**src/rtl/hazard_ctrl.sv**
```systemverilog
// hazard_ctrl: hazard and stall sequencer for the 5-stage core.
// It covers the hazards that forwarding cannot resolve: load-use stalls,
// taken-branch flushes, instruction-memory bubbles and data-memory freezes.
// It drives the PC and pipeline-register enables/flushes, watches for a
// stuck data memory and keeps saturating performance counters.
//
//   state   | meaning
//   --------+-------------------------------------------------------------
//   S_RUN   | normal issue; load-use / icache bubbles handled in place
//   S_DWAIT | data memory busy, whole pipe frozen; flush_cnt kept so an
//           | interrupted branch flush resumes after release
//   S_FLUSH | extra wrong-path flush cycles after a taken branch
//
// Control outputs are combinational from state and current inputs so the
// pipeline registers see them in the same cycle the hazard is visible.
module hazard_ctrl #(
    parameter int FLUSH_EXTRA = 0,
    parameter int TIMEOUT     = 255,
    parameter int CNT_W       = 16
) (
    input  logic             clk,
    input  logic             rst_n,
    input  logic [4:0]       IFID_RS1,
    input  logic [4:0]       IFID_RS2,
    input  logic             IFID_USE_RS2,
    input  logic [4:0]       IDEX_RD,
    input  logic             IDEX_MemRead,
    input  logic             EX_BranchTaken,
    input  logic             ICACHE_STALL,
    input  logic             DCACHE_STALL,
    output logic             PC_WRITE,
    output logic             PC_SRC,
    output logic             IFID_WRITE,
    output logic             IFID_FLUSH,
    output logic             IDEX_FLUSH,
    output logic             EXMEM_WRITE,
    output logic             MEMWB_WRITE,
    output logic             STALL_TIMEOUT,
    output logic [CNT_W-1:0] LU_STALL_CNT,
    output logic [CNT_W-1:0] FLUSH_CNT,
    output logic [CNT_W-1:0] DSTALL_CNT
);

    typedef enum logic [1:0] {
        S_RUN   = 2'd0,
        S_DWAIT = 2'd1,
        S_FLUSH = 2'd2
    } state_t;

    localparam logic [1:0]       FLUSH_INIT = 2'(FLUSH_EXTRA);
    localparam logic [CNT_W-1:0] CNT_MAX    = '1;
    localparam logic [CNT_W-1:0] CNT_ONE    = CNT_W'(1);
    localparam logic [16:0]      TO_LIMIT   = 17'(TIMEOUT);

    state_t      state;
    state_t      state_nxt;
    logic [1:0]  flush_cnt;
    logic [1:0]  flush_cnt_nxt;
    logic [15:0] to_cnt;
    logic [16:0] to_inc;

    logic        flush_active;
    logic        lu_hazard;
    logic        br_take;
    logic        flush_cyc;
    logic        lu_stall;

    // Hazard qualification. A freeze taken during FLUSH leaves flush_cnt
    // non-zero, which is how DWAIT knows to return to FLUSH.
    always_comb begin
        flush_active = (state == S_FLUSH) || ((state == S_DWAIT) && (flush_cnt != 2'd0));
        lu_hazard    = IDEX_MemRead && (IDEX_RD != 5'd0) &&
                       ((IDEX_RD == IFID_RS1) || (IFID_USE_RS2 && (IDEX_RD == IFID_RS2)));
        br_take      = !DCACHE_STALL && EX_BranchTaken && !flush_active;
        flush_cyc    = !DCACHE_STALL && flush_active;
        lu_stall     = !DCACHE_STALL && !flush_active && !EX_BranchTaken && lu_hazard;
        to_inc       = {1'b0, to_cnt} + 17'd1;
    end

    // Pipeline control outputs, highest-priority hazard first; reset holds
    // every register closed and NOPs in IF/ID and ID/EX.
    always_comb begin
        PC_WRITE    = 1'b1;
        PC_SRC      = 1'b0;
        IFID_WRITE  = 1'b1;
        IFID_FLUSH  = 1'b0;
        IDEX_FLUSH  = 1'b0;
        EXMEM_WRITE = 1'b1;
        MEMWB_WRITE = 1'b1;
        if (!rst_n) begin
            PC_WRITE    = 1'b0;
            IFID_WRITE  = 1'b0;
            IFID_FLUSH  = 1'b1;
            IDEX_FLUSH  = 1'b1;
            EXMEM_WRITE = 1'b0;
            MEMWB_WRITE = 1'b0;
        end else if (DCACHE_STALL) begin
            // EX is frozen too, so a taken branch is simply re-seen on release
            PC_WRITE    = 1'b0;
            IFID_WRITE  = 1'b0;
            EXMEM_WRITE = 1'b0;
            MEMWB_WRITE = 1'b0;
        end else if (br_take) begin
            // redirect wins over an icache miss: the fetched word is discarded anyway
            PC_SRC      = 1'b1;
            IFID_FLUSH  = 1'b1;
            IDEX_FLUSH  = 1'b1;
        end else if (flush_cyc) begin
            PC_WRITE    = !ICACHE_STALL;
            IFID_FLUSH  = 1'b1;
            IDEX_FLUSH  = 1'b1;
        end else if (lu_hazard) begin
            // hold IF/ID (not flush) so the dependent instruction is retried
            PC_WRITE    = 1'b0;
            IFID_WRITE  = 1'b0;
            IDEX_FLUSH  = 1'b1;
        end else if (ICACHE_STALL) begin
            PC_WRITE    = 1'b0;
            IFID_FLUSH  = 1'b1;
        end
    end

    // Next-state and flush-count selection.
    always_comb begin
        state_nxt     = S_RUN;
        flush_cnt_nxt = flush_cnt;
        if (DCACHE_STALL) begin
            state_nxt     = S_DWAIT;
        end else if (br_take) begin
            if (FLUSH_INIT != 2'd0) begin
                state_nxt     = S_FLUSH;
                flush_cnt_nxt = FLUSH_INIT;
            end else begin
                state_nxt     = S_RUN;
                flush_cnt_nxt = 2'd0;
            end
        end else if (flush_cyc) begin
            if (flush_cnt <= 2'd1) begin
                state_nxt     = S_RUN;
                flush_cnt_nxt = 2'd0;
            end else begin
                state_nxt     = S_FLUSH;
                flush_cnt_nxt = flush_cnt - 2'd1;
            end
        end
    end

    // State and remaining-flush register.
    always_ff @(posedge clk or negedge rst_n) begin
        if (!rst_n) begin
            state     <= S_RUN;
            flush_cnt <= 2'd0;
        end else begin
            state     <= state_nxt;
            flush_cnt <= flush_cnt_nxt;
        end
    end

    // Data-memory watchdog: counts consecutive freeze cycles, sticky flag
    // once the limit is reached; the count parks at its maximum.
    always_ff @(posedge clk or negedge rst_n) begin
        if (!rst_n) begin
            to_cnt        <= 16'd0;
            STALL_TIMEOUT <= 1'b0;
        end else if (DCACHE_STALL) begin
            if (to_cnt != 16'hFFFF) begin
                to_cnt <= to_inc[15:0];
            end
            if (to_inc >= TO_LIMIT) begin
                STALL_TIMEOUT <= 1'b1;
            end
        end else begin
            to_cnt <= 16'd0;
        end
    end

    // Saturating performance counters.
    always_ff @(posedge clk or negedge rst_n) begin
        if (!rst_n) begin
            LU_STALL_CNT <= '0;
            FLUSH_CNT    <= '0;
            DSTALL_CNT   <= '0;
        end else begin
            if (lu_stall && (LU_STALL_CNT != CNT_MAX)) begin
                LU_STALL_CNT <= LU_STALL_CNT + CNT_ONE;
            end
            if (br_take && (FLUSH_CNT != CNT_MAX)) begin
                FLUSH_CNT <= FLUSH_CNT + CNT_ONE;
            end
            if (DCACHE_STALL && (DSTALL_CNT != CNT_MAX)) begin
                DSTALL_CNT <= DSTALL_CNT + CNT_ONE;
            end
        end
    end

endmodule

```
**config.mk**
```make
export PLATFORM = sky130hd
export DESIGN_NAME = hazard_ctrl
export DESIGN_NICKNAME = d
export VERILOG_FILES = /design/src/rtl/hazard_ctrl.sv
export SDC_FILE = /design/constraint.sdc
export NUM_CORES = 1
export LEC_CHECK = 0
export CORE_MARGIN = 1.5
export CORE_UTILIZATION = 40
export CTS_CLUSTER_SIZE = 28
export DETAILED_ROUTE_END_ITERATION = 12
export GPL_TIMING_DRIVEN = 1
export HOLD_SLACK_MARGIN = 0.02
export PLACE_DENSITY = 0.65
export SKIP_LAST_GASP = 1
export SYNTH_ARGS = -nofsm -noshare
export SYNTH_HDL_FRONTEND = slang
export SYNTH_SLANG_ARGS = --single-unit
```
**constraint.sdc**
```tcl
create_clock -name clk -period 2.3 [get_ports clk]
set_input_delay 0.345 -clock clk [delete_from_list [all_inputs] [get_ports clk]]
set_output_delay 0.345 -clock clk [all_outputs]
set_load 0.02 [all_outputs]
```
* Yosys cells after proc, flatten, opt, wreduce, memory -nomap -nowiden
Index checks and enable logic that the tools add are counted.
Cells by class: add/sub/neg operators 5, order comparisons 2, equality and inequality tests 9, multiplexer cells 36, bitwise operators 1, reductions and logical operators 24
Operators by type and width (count):
- $ne A16 B16 Y1 const B | 4
- $add A16 B1 Y16 const B | 3
- $mux W16 | 2
- $mux W1 | 27
- $add A16 B1 Y17 const B | 1
- $ge A17 B8 Y1 const B | 1
- $mux W2 | 7
- $logic_and A1 B1 Y1 | 13
- $eq A5 B5 Y1 | 2
- $reduce_bool A5 Y1 | 1
- $logic_not A1 Y1 | 4
- $reduce_and A2 Y1 | 2
- $reduce_bool A2 Y1 | 2
- $eq A2 B1 Y1 const B | 1
- $eq A2 B2 Y1 const B | 1
- $le A2 B1 Y1 const B | 1
- $logic_or A1 B1 Y1 | 2
- $ne A2 B1 Y1 const B | 1
- $sub A2 B1 Y2 const B | 1
- $not A1 Y1 | 1
Word-level totals: register bits after elaboration 69, bits of input ports 22, output and inout bits 56, logic and storage cells 84

* Depth between registers and ports, before layout
depth after elaboration 9, depth in mapped cells 8, gate-level depth less buffers 7

* Worst setup path before layout
No wires, ideal clock.
path type input port to output port, start point input IDEX_RD[1], end point output PC_WRITE, arrival 2.177 ns, data required time 1.955 ns, path slack -0.222 ns, stages 5, path buffers 0, path through or4_1 > o21ai_1 > nor2_1 > a21boi_1 > a21boi_0
On the way: cells in the longest elaborated chain, start to end 9, elaborated cells on any way between the ends 12, those cells by class eq/ne: 2; mux: 5; reduce/logical: 5
RTL lines:
- from (decl) | RTL line 26 | input logic [4:0] IDEX_RD,
- $eq A5 B5 Y1 | RTL line 73 | ((IDEX_RD == IFID_RS1) || (IFID_USE_RS2 && (IDEX_RD == IFID_RS2)));
- $logic_and A1 B1 Y1 | RTL line 73
- $logic_or A1 B1 Y1 | RTL line 73
- $logic_and A1 B1 Y1 * | RTL line 72 | lu_hazard = IDEX_MemRead && (IDEX_RD != 5'd0) &&
- $mux W1 * | RTL line 112 | end else if (lu_hazard) begin
- $mux W1 * | RTL line 108 | end else if (flush_cyc) begin
- $mux W1 * | RTL line 103 | end else if (br_take) begin
- $mux W1 * | RTL line 97 | end else if (DCACHE_STALL) begin
- $mux W1 * | RTL line 90 | if (!rst_n) begin
- to (decl) | RTL line 31 | output logic PC_WRITE,
Every way passes the cells marked *; elsewhere a longest branch is shown, timed or not.

* Worst setup path in the final report
start point input IFID_RS1[3], end point output PC_WRITE
On the way: cells in the longest elaborated chain, start to end 8
RTL lines:
- from (decl) | RTL line 23 | input logic [4:0] IFID_RS1,
- $eq A5 B5 Y1 | RTL line 73
- $logic_or A1 B1 Y1 | RTL line 73
- $logic_and A1 B1 Y1 | RTL line 72
- $mux W1 | RTL line 112
- $mux W1 | RTL line 108
- $mux W1 | RTL line 103
- $mux W1 | RTL line 97
- $mux W1 | RTL line 90
No other way between the ends.

==> reports/results.tsv <==
stage	metric	value	unit
place	dp.cells	561	
synth	synth_seq_area_share	0.476	
clock_network	cts.path.max_buffers	2	
place	place.gp.congestion	0.787	
sta	fin_ws	0.0145	ns
final_layout	multiInputGateArea	0.00186	sq mm
sta	tns	0	ns
pwr	p_leak	2.18	nW
drt	drt_iter0_drc	101	
synth	synth_cells	356	
place	dp.final_hpwl	5970	microns
final_layout	final_cells	580	
drt	via_per_inst	5.24	
final_layout	n_fill_cell	805	
worst_setup_path	path_class	in2out	
final_layout	syn_to_final_growth	37.2	%
status	status	completed	
synth	synth_nets	383	
sta	post-route-period-util	0.994	
global_route	grt_start_max_net_pins	72	
final_layout	drive_gt1_frac	0.148	
synth	synth.avg_cell_area	10.2	sq um
worst_setup_path	cp.required	1.96	ns
sta	setup_violations	0	
worst_setup_path	worst_r2r_startpoint	to_cnt[1]	
final_layout	post-route-util	0.568	
synth	async_flop_share	1.00	
clock_network	cts_root_buffer	clkbuf_8	
synth	synth_ff_type	dfrtp_1	
synth	yosysWarningCount	0	
drt	wl_per_cell	14.2	microns
worst_setup_path	critPathLaunchType	input port	
place	io_buffers	77	
floorplan	die_area	0.00964	sq mm
floorplan	start_util	0.414	
floorplan	coreArea	0.00876	sq mm
synth	synth_edf_count	0	
final_layout	nNetsFinal	494	
sta	max_freq	438	MHz
pwr	peakVddDrop	510	uV
drt	wirelength	8230	microns
final_layout	seqCellArea	0.00173	sq mm
worst_setup_path	arrival	1.94	ns
synth	yosysTopAreaCell	dfrtp_1	
synth	ys_top_cells_by_area	dfrtp_1 48%, xnor2_1 9.2%, xor2_1 7.2%	
global_route	grt_pass1_vias	3071	
drt	num_vias	3038	
synth	syn_area	0.00362	sq mm
worst_setup_path	ff2ff_path_depth	8	
clock_network	cts_made_buffers	9	
pwr	p_per_area	662	mW/mm^2
synth	ys_types	50	
sta	relSlewSlack	0.678	
min_path	min_path_type	in2async	
sta	finalHoldViolCount	0	
sta	fin_worst_skew	0.0107	ns
floorplan	num_rows	34	
worst_setup_path	r2r-end	STALL_TIMEOUT	
clock_network	numClockSinks	69	
drt	ant_nets	0	
sta	rsz0062_at_grt	true	
clock_network	cts.htree.levels	3	
synth	synth_top_area_frac	0.476	
synth	ys_ff_latch	69	
worst_setup_path	path_max_fanout	3	
global_route	grt_pass1_wl	14100	microns
global_route	antenna_found_initial	0	
clock_network	clock_latency	0.35	ns
sta	finalCriticalPeriod	2.29	ns
clock_network	path_clk_slew	0.08	ns
worst_setup_path	setup.worst_path.end_class	output port	
sta	drv_slew	0	
job	maxCapViolations	0	
clock_network	postCtsHoldBufs	0	
final_layout	antenna_cells	0	
place	dp_slack	-0.674	ns
floorplan	io_pins	78	
floorplan	dieHeight	98.2	microns
drt	drc	0	
drt	dr.pass1.iters	4	
floorplan	die_w	98.2	microns
global_route	grtUsageTotal	0.181	
sta	worstMarginPinSlew	0.482	ns
clock_network	cts_tree	yes	
worst_setup_path	r2r_setup_slack	0.27	ns
global_route	grt_remaining_overflow	0	
## synthesized netlist by cell type, types with 2 or more instances
master     n
mux2_1     2
inv_1      7
a31oi_1    3
mux2_2     2
a21boi_0   2
o21ai_1    3
nor2_1    27
nand2b_1   3
mux2i_1    3
a21oi_1   14
nand2_1   24
nor3_1    13
nand3_1   22
and3_1    12
nand4_1   18
o21ai_0    5
nor2b_1    2
xor2_1    30
nor4_1     5
and2_1     5
xnor2_1   38
nor4_2     2
nor3b_1    3
ha_1       5
and4_1     7
dfrtp_1   69
buf_2      4
clkbuf_1   4
## critical path: stages
cell and delay, ns:
clkdlybuf4s50_1 0.49, xor2_1 0.19, nor2_1 0.08, a32oi_2 0.24, nor2_2 0.08, a21boi_2 0.15
a21boi_4 0.21, buf_6 0.14
## repair_timing
item                       CTS  global route
setup buffers                3             0
resized for setup           25            16
pin swaps                    5             8
setup endpoints to repair    5            19
## through the flow
stage / hold WS, ns / instance area, sq um / total power [mW]
3_5_place_dp: 0.472 / 4710 / 2.30
2_1_floorplan: 0.0494 / 3630 / 1.88
5_1_grt: 0.0800 / 4970 / 3.46
6_report: 0.0702 / 4970 / 3.29
4_1_cts: 0.0809 / 4920 / 3.32
3_3_place_gp: 0.476 / 4710 / 2.28
## layer usage
layer  vias up  GRT usage  wire length [microns]
met5         -          0                      0
met4         0     0.0715                    157
met3        14     0.0494                    416
met2        75      0.297                   4040
met1      1471      0.227                   3610
li1       1478          -                      -
## kinds of logic after synthesis
logic type / Yosys count / share of synthesized area
buffers and inverters: 18 / 0.0231
muxes: 7 / 0.0207
AOI/OAI and AO/OA: 39 / 0.0683
xor gates and xnor gates: 68 / 0.164
DFF: 69 / 0.476
and+or+nand+nor: 150 / 0.230
adders and majority gates: 5 / 0.0173
## layout make-up
type,instances,share of cell area
inverter,8,0.00604
multi-input combinational,269,0.374
sequential,69,0.347
clock inverter,6,0.0143
timing repair buffer,110,0.205
tap,108,0.0272
clock buffer,10,0.0257
## power breakdown
part	switching (mW)	total (mW)	internal, mW
registers	0.173	1.51	1.34
clock network	0.502	1.01	0.510
logic	0.381	0.771	0.390
total	1.06	3.29	2.24
## worst max-delay path by stage
stage	endpoint	cells past startpoint	slack (ns)	startpoint
after detailed placement	PC_WRITE	7	-0.67	IDEX_RD[1]
after global routing	PC_WRITE	8	-0.07	IFID_RS1[3]
after CTS	PC_WRITE	8	-0.03	IFID_RS2[4]
after floorplan	PC_WRITE	5	0.007	IDEX_RD[1]
after global placement	PC_WRITE	7	-0.60	IDEX_RD[1]
final	PC_WRITE	8	0.01	IFID_RS1[3]
## cell usage in the layout, fill, tap and decap left out, drive strengths merged, types with 2 or more instances in the layout
cell	count
a21boi	3
a21oi	14
a31o	2
a31oi	3
and2	5
and3	12
and4	7
buf	38
clkbuf	10
clkdlybuf4s50	62
clkinv	2
clkinvlp	2
dfrtp	69
dlygate4sd2	5
dlymetal6s2s	4
ha	5
inv	9
mux2	4
mux2i	3
nand2	25
nand2b	3
nand3	22
nand4	18
nor2	27
nor2b	2
nor3	13
nor3b	4
nor4	7
o21ai	8
xnor2	38
xor2	30
## flip-flops by register name (all words and copies together), names as in the netlist
register	count
DSTALL_CNT	16
FLUSH_CNT	16
LU_STALL_CNT	16
to_cnt	16
flush_cnt	2
state	2
STALL_TIMEOUT	1
(Power assumes the default switching activity.)
